===== src/rtl/uart_pkg.sv =====
// Shared definitions for the parametrised UART word transmitter.
// Holds the parity mode constants and the transmitter state encoding.
package uart_pkg;

  localparam int PAR_NONE = 0;
  localparam int PAR_EVEN = 1;
  localparam int PAR_ODD  = 2;

  typedef enum logic [2:0] {
    S_IDLE,
    S_START,
    S_DATA,
    S_PARITY,
    S_STOP,
    S_GAP
  } state_t;

endpackage


===== src/rtl/uart_bit_timer.sv =====
// Bit-period counter shared by UART TX and RX.
// Counts 0..CLKS_PER_BIT-1 and wraps; restart holds it at zero.
module uart_bit_timer #(
  parameter int CLKS_PER_BIT = 48
) (
  input  logic clk,
  input  logic rst,
  input  logic restart,
  output logic bit_end,
  output logic near_end
);

  localparam int CW = $clog2(CLKS_PER_BIT);
  localparam logic [CW-1:0] LAST = CW'(CLKS_PER_BIT - 1);
  localparam logic [CW-1:0] PREV = CW'(CLKS_PER_BIT - 2);

  logic [CW-1:0] cnt;

  assign bit_end  = (cnt == LAST);
  assign near_end = (cnt == PREV);

  always_ff @(posedge clk or posedge rst) begin
    if (rst) begin
      cnt <= '0;
    end else if (restart || bit_end) begin
      cnt <= '0;
    end else begin
      cnt <= cnt + CW'(1);
    end
  end

endmodule


===== src/rtl/uart_tx_word_param.sv =====
// Serialises a multi-byte word as back-to-back UART frames, LSB byte first.
// All outputs are registered from the next-state values.
module uart_tx_word_param
  import uart_pkg::*;
#(
  parameter int CLKS_PER_BIT = 48,
  parameter int BYTES        = 4,
  parameter int PARITY       = 0,
  parameter int STOP_BITS    = 1,
  parameter int GAP_BITS     = 0
) (
  input  logic               clk,
  input  logic               rst,
  input  logic [8*BYTES-1:0] data_in,
  input  logic               tx_start,
  output logic               tx_ready,
  output logic               busy,
  output logic               tx_done,
  output logic               data_out
);

  localparam int W  = 8 * BYTES;
  localparam int BW = (BYTES > 1) ? $clog2(BYTES) : 1;
  localparam int GW = (GAP_BITS > 1) ? $clog2(GAP_BITS) : 1;
  localparam logic [BW-1:0] BYTE_LAST = BW'(BYTES - 1);
  localparam logic [GW-1:0] GAP_LAST =
    GW'((GAP_BITS > 0) ? GAP_BITS - 1 : 0);
  localparam logic STOP_LAST = 1'(STOP_BITS - 1);
  localparam logic ODD = (PARITY == PAR_ODD);

  state_t        state_q, state_d;
  logic [W-1:0]  word_q, word_d;
  logic [BW-1:0] byte_q, byte_d;
  logic [2:0]    bit_q, bit_d;
  logic          stop_q, stop_d;
  logic [GW-1:0] gap_q, gap_d;
  logic          par_q, par_d;

  logic bit_end;
  logic near_end;
  logic accept;
  logic last_byte;
  logic final_cyc;
  logic line_d;
  logic ready_d;

  uart_bit_timer #(
    .CLKS_PER_BIT(CLKS_PER_BIT)
  ) u_timer (
    .clk     (clk),
    .rst     (rst),
    .restart (state_q == S_IDLE),
    .bit_end (bit_end),
    .near_end(near_end)
  );

  assign accept    = tx_start && tx_ready;
  assign last_byte = (byte_q == BYTE_LAST);
  // Next cycle is the last cycle of the word's final stop bit
  assign final_cyc = (state_q == S_STOP) && last_byte &&
                     (stop_q == STOP_LAST) && near_end;

  always_comb begin
    state_d = state_q;
    word_d  = word_q;
    byte_d  = byte_q;
    bit_d   = bit_q;
    stop_d  = stop_q;
    gap_d   = gap_q;
    par_d   = par_q;
    unique case (state_q)
      S_IDLE: begin
        if (accept) begin
          state_d = S_START;
          word_d  = data_in;
          byte_d  = '0;
          par_d   = 1'b0;
        end
      end
      S_START: begin
        if (bit_end) begin
          state_d = S_DATA;
          bit_d   = '0;
        end
      end
      S_DATA: begin
        if (bit_end) begin
          word_d = word_q >> 1;
          par_d  = par_q ^ word_q[0];
          if (bit_q == 3'd7) begin
            state_d = (PARITY != PAR_NONE) ? S_PARITY : S_STOP;
            stop_d  = 1'b0;
          end else begin
            bit_d = bit_q + 3'd1;
          end
        end
      end
      S_PARITY: begin
        if (bit_end) begin
          state_d = S_STOP;
          stop_d  = 1'b0;
        end
      end
      S_STOP: begin
        if (bit_end) begin
          if (stop_q != STOP_LAST) begin
            stop_d = 1'b1;
          end else if (last_byte) begin
            if (accept) begin
              state_d = S_START;
              word_d  = data_in;
              byte_d  = '0;
              par_d   = 1'b0;
            end else begin
              state_d = S_IDLE;
            end
          end else if (GAP_BITS > 0) begin
            state_d = S_GAP;
            gap_d   = '0;
          end else begin
            state_d = S_START;
            byte_d  = byte_q + BW'(1);
            par_d   = 1'b0;
          end
        end
      end
      S_GAP: begin
        if (bit_end) begin
          if (gap_q == GAP_LAST) begin
            state_d = S_START;
            byte_d  = byte_q + BW'(1);
            par_d   = 1'b0;
          end else begin
            gap_d = gap_q + GW'(1);
          end
        end
      end
      default: state_d = S_IDLE;
    endcase
  end

  always_comb begin
    line_d = 1'b1;
    unique case (state_d)
      S_START:  line_d = 1'b0;
      S_DATA:   line_d = word_d[0];
      S_PARITY: line_d = par_d ^ ODD;
      default:  line_d = 1'b1;
    endcase
  end

  assign ready_d = (state_d == S_IDLE) || final_cyc;

  always_ff @(posedge clk or posedge rst) begin
    if (rst) begin
      state_q  <= S_IDLE;
      word_q   <= '0;
      byte_q   <= '0;
      bit_q    <= '0;
      stop_q   <= 1'b0;
      gap_q    <= '0;
      par_q    <= 1'b0;
      data_out <= 1'b1;
      tx_ready <= 1'b1;
      busy     <= 1'b0;
      tx_done  <= 1'b0;
    end else begin
      state_q  <= state_d;
      word_q   <= word_d;
      byte_q   <= byte_d;
      bit_q    <= bit_d;
      stop_q   <= stop_d;
      gap_q    <= gap_d;
      par_q    <= par_d;
      data_out <= line_d;
      tx_ready <= ready_d;
      busy     <= !ready_d;
      tx_done  <= final_cyc;
    end
  end

endmodule


===== config.mk =====
export PLATFORM = sky130hd
export DESIGN_NAME = uart_tx_word_param
export DESIGN_NICKNAME = d
export VERILOG_FILES = /design/src/rtl/uart_pkg.sv /design/src/rtl/uart_bit_timer.sv /design/src/rtl/uart_tx_word_param.sv
export SDC_FILE = /design/constraint.sdc
export NUM_CORES = 1
export LEC_CHECK = 0
export BUFFER_PORTS_ARGS = -buffer_cell sky130_fd_sc_hd__buf_2
export CAP_MARGIN = 40
export CELL_PAD_IN_SITES_DETAIL_PLACEMENT = 1
export CELL_PAD_IN_SITES_GLOBAL_PLACEMENT = 2
export CORE_MARGIN = 2
export CORE_UTILIZATION = 34
export CTS_CLUSTER_SIZE = 16
export DETAILED_ROUTE_END_ITERATION = 8
export HOLD_SLACK_MARGIN = 0.15
export PLACE_DENSITY_LB_ADDON = 0.1
export SYNTH_ARGS = -nofsm -noshare
export SYNTH_HDL_FRONTEND = slang
export SYNTH_SLANG_ARGS = --single-unit
export TNS_END_PERCENT = 50

===== constraint.sdc =====
create_clock -name clk -period 2 [get_ports clk]
set_clock_uncertainty 0.15 [all_clocks]
set_input_delay 0.3 -clock clk [delete_from_list [all_inputs] [get_ports clk]]
set_output_delay 0.3 -clock clk [all_outputs]
set_load 0.1 [all_outputs]

==> results.md <==
- Hold path cells: 3
- Fin util: 0.473
- Final worst path period share: 0.979
- GPL Wtd Cong: about 0.76
- R2r startpoint: tx_ready$_DFF_PP1_
- Worst setup EP type: flop
- Relative slew slack: 0.679
- Die width: 91.0 um
- Initial drt markers: 66
- Final setup vio count: 0
- Initial Util: 0.353
- DP Worst Slack: -0.0369 ns
- Vias: 2017
- Routed len/inst: about 15 um
- Highest Signal Layer: met4
- Most frequent cells in the layout: dfrtp_1 (49), buf_2 (38), a22o_1 (31)
- FF+latch count, synth: 51
- First-pass GRT wire length: 10500 um
- Leak pwr: 0.00190 uW
- Worst skew pair latency: 0.30 ns
- Reg2reg end: word_q[19]$_DFFE_PP0P_
- Critical hold path startpoint: data_in[9]
- Initial antenna violation count: 0
- Reg2reg path depth: 6
- Fill cells: 815
- Register Area: 1280 sq um
- VDD IR max: 0.232 mV
- Highest achievable clock rate: 511 MHz
- Placement Rows: 31
- CTS H-tree depth: 2
- Max-cap violations: 0
- Netlist cell types: 52
- Crit path DAT: 2.00 ns
- EDFF count, synth: 0
- Gr ovfl total: 0
- Ys flop type: dfrtp_1
- CTS Buf Count: 5
- Footprint of the multi-input gates: ~1200 sq um
- Clock Tree Buf Depth: 2
- # diodes: 0
- Die area: 8280 sq um
- Mapped Cells: between 200 and 250
- Hold Slack: 0.159 ns
- Drt pass-1 iters: 4
- CTS clk-pin slew, worst paths: 0.09 ns
- Area Growth Syn to Fin: 33.9%
- Layout cell share with drive strength beyond 1: 0.323
- Min cycle time layout: 1.96 ns
- Total Routing Usage GR: 0.157
- Fin. Hold Viols: 0
- Placed Cells: 371
- R2R Setup Slk: around 0.043 ns
- Ports: 39
- Non-filler cells, final: 402
- Die Ht: 91.0 um
- RSZ-0062 raised after global routing: yes
- Worst hold endpoint: word_q[9]$_DFFE_PP0P_
- Warnings, synthesis: 0
- Port Buf Inserts: 38
- DR vias/cell: 5.02
- Final WS setup: ~0.043 ns
- CTS tree: built
- Worst Hold Class: in -> reg
- DRC Markers: 0
- Slew Viols, Final: 0
- Clock Sink Count: 51
- Register area share after synthesis: 0.497
- Crit path launch type: flop
- Root buffer cell: clkbuf_8
- Total Nets Final: 342
- Commonest non-fill, non-tap cell in the layout: dfrtp_1
- Met1 wire length: roughly 3000 um
- CP Data Required Time: a little over 2 ns
- Dpl hpwl: between 4000 and 5000 um
- Crit-path max FO: 16
- Met2 wire length: 2890 um
- Pwr Density: 506 nW/um^2
- Largest net degree at the start of global routing: 52
- Routed Antenna Nets: 0
- Post-Syn Area: 2570 sq um
- Run status: finished, final reports clean
- Fraction of registers with async set/reset: 1.00
- Synthesized net count: 260
- Wire length on met3: 158 um
- Syn avg cell area: roughly 12 sq um
- Worst-Margin Slew: 0.485 ns
- Vias in the first global route: between 2000 and 2500
- Setup TNS: 0 ns
- CP Class: reg -> reg
- Core area: roughly 7300 sq um
- WL final: 6120 um
synth_stat cells, types with 2 or more instances:
| cell | number | area (sq um) |
|---|---|---|
| ha_1 | 5 | 62.6 |
| and3_1 | 3 | 18.8 |
| inv_1 | 9 | 33.8 |
| mux2i_1 | 2 | 20.0 |
| a22o_1 | 31 | 272 |
| o211ai_1 | 2 | 15.0 |
| buf_2 | 6 | 30.0 |
| a211oi_1 | 2 | 15.0 |
| o21ai_0 | 3 | 15.0 |
| dfstp_2 | 2 | 52.6 |
| o31ai_1 | 2 | 15.0 |
| nand3_1 | 5 | 25.0 |
| a21oi_1 | 2 | 10.0 |
| xnor2_1 | 3 | 26.3 |
| nor2b_1 | 3 | 18.8 |
| nand2_1 | 6 | 22.5 |
| nor2_1 | 12 | 45.0 |
| nor3_1 | 2 | 10.0 |
| dfrtp_1 | 49 | 1230 |
| nand2b_1 | 3 | 18.8 |
| buf_4 | 4 | 30.0 |
| a21o_1 | 30 | 225 |
| buf_6 | 5 | 56.3 |
worst max-delay path, stage by stage, from the launching register on:
cell,delay [ns]
dfstp_4,0.66
nand2_4,0.06
or2_4,0.24
o32ai_4,0.29
nand2b_4,0.11
buf_12,0.16
a21o_1,0.17
layout make-up:
type                       instances  share of cell area
multi-input combinational        145               0.350
inverter                           9             0.00980
sequential                        51               0.372
tap                               99              0.0359
clock buffer                       7              0.0250
timing repair buffer              90               0.205
clock inverter                     1             0.00254
metrics by stage:
step	cell area [sq um]	power, uW
2_1_floorplan	2580	1070
3_3_place_gp	3060	1110
3_5_place_dp	3060	1110
4_1_cts	3380	1800
5_1_grt	3450	1840
6_report	3450	1740
logic make-up after synthesis:
logic type / count (synthesis) / share of synthesized area
flops: 51 / 0.497
mux: 2 / 0.00778
fa+ha+maj: 5 / 0.0243
buf+inv: 24 / 0.0583
xor+xnor: 4 / 0.0136
compound gates: 85 / 0.283
simple gates: 49 / 0.116
worst max path at each step:
stage,from,to,slack (ns),cells after the start
2_1_floorplan,tx_ready$_DFF_PP1_,word_q[10]$_DFFE_PP0P_,0.007,6
3_3_place_gp,u_timer.cnt[0]$_DFF_PP0_,word_q[14]$_DFFE_PP0P_,0.01,7
3_5_place_dp,u_timer.cnt[0]$_DFF_PP0_,word_q[10]$_DFFE_PP0P_,-0.04,7
4_1_cts,u_timer.cnt[0]$_DFF_PP0_,word_q[9]$_DFFE_PP0P_,0.008,7
5_1_grt,tx_ready$_DFF_PP1_,word_q[27]$_DFFE_PP0P_,-0.03,6
6_report,tx_ready$_DFF_PP1_,word_q[19]$_DFFE_PP0P_,0.04,6
flip-flops by register name, summed over array words and instances (netlist names):
register / cells
state_q: 3
bit_q: 3
word_q: 32
byte_q: 2
par_q: 1
u_timer.cnt: 6
tx_ready: 1
data_out: 1
busy: 1
tx_done: 1
routing by layer:
layer / global-route usage / vias to the layer above
met2: 0.254 / 26
met3: 0.0266 / 6
met1: 0.219 / 1007
met5: 0 / -
li1: - / 978
met4: 0.0417 / 0
where the power goes:
group          total (uW)  switching, uW  leakage [uW]  internal [uW]
sequential           1030              0      0.000671           1030
combinational        93.4           37.4       0.00118           56.0
clock                 621            337     0.0000484            284
timing repair:
item	CTS	global route
pin swaps	0	7
setup endpoints to repair	30	36
resized for setup	1	16
setup buffers	0	1
hold buffers	22	0
hold endpoints to repair	72	0
Power figures use the tool's default switching activity.
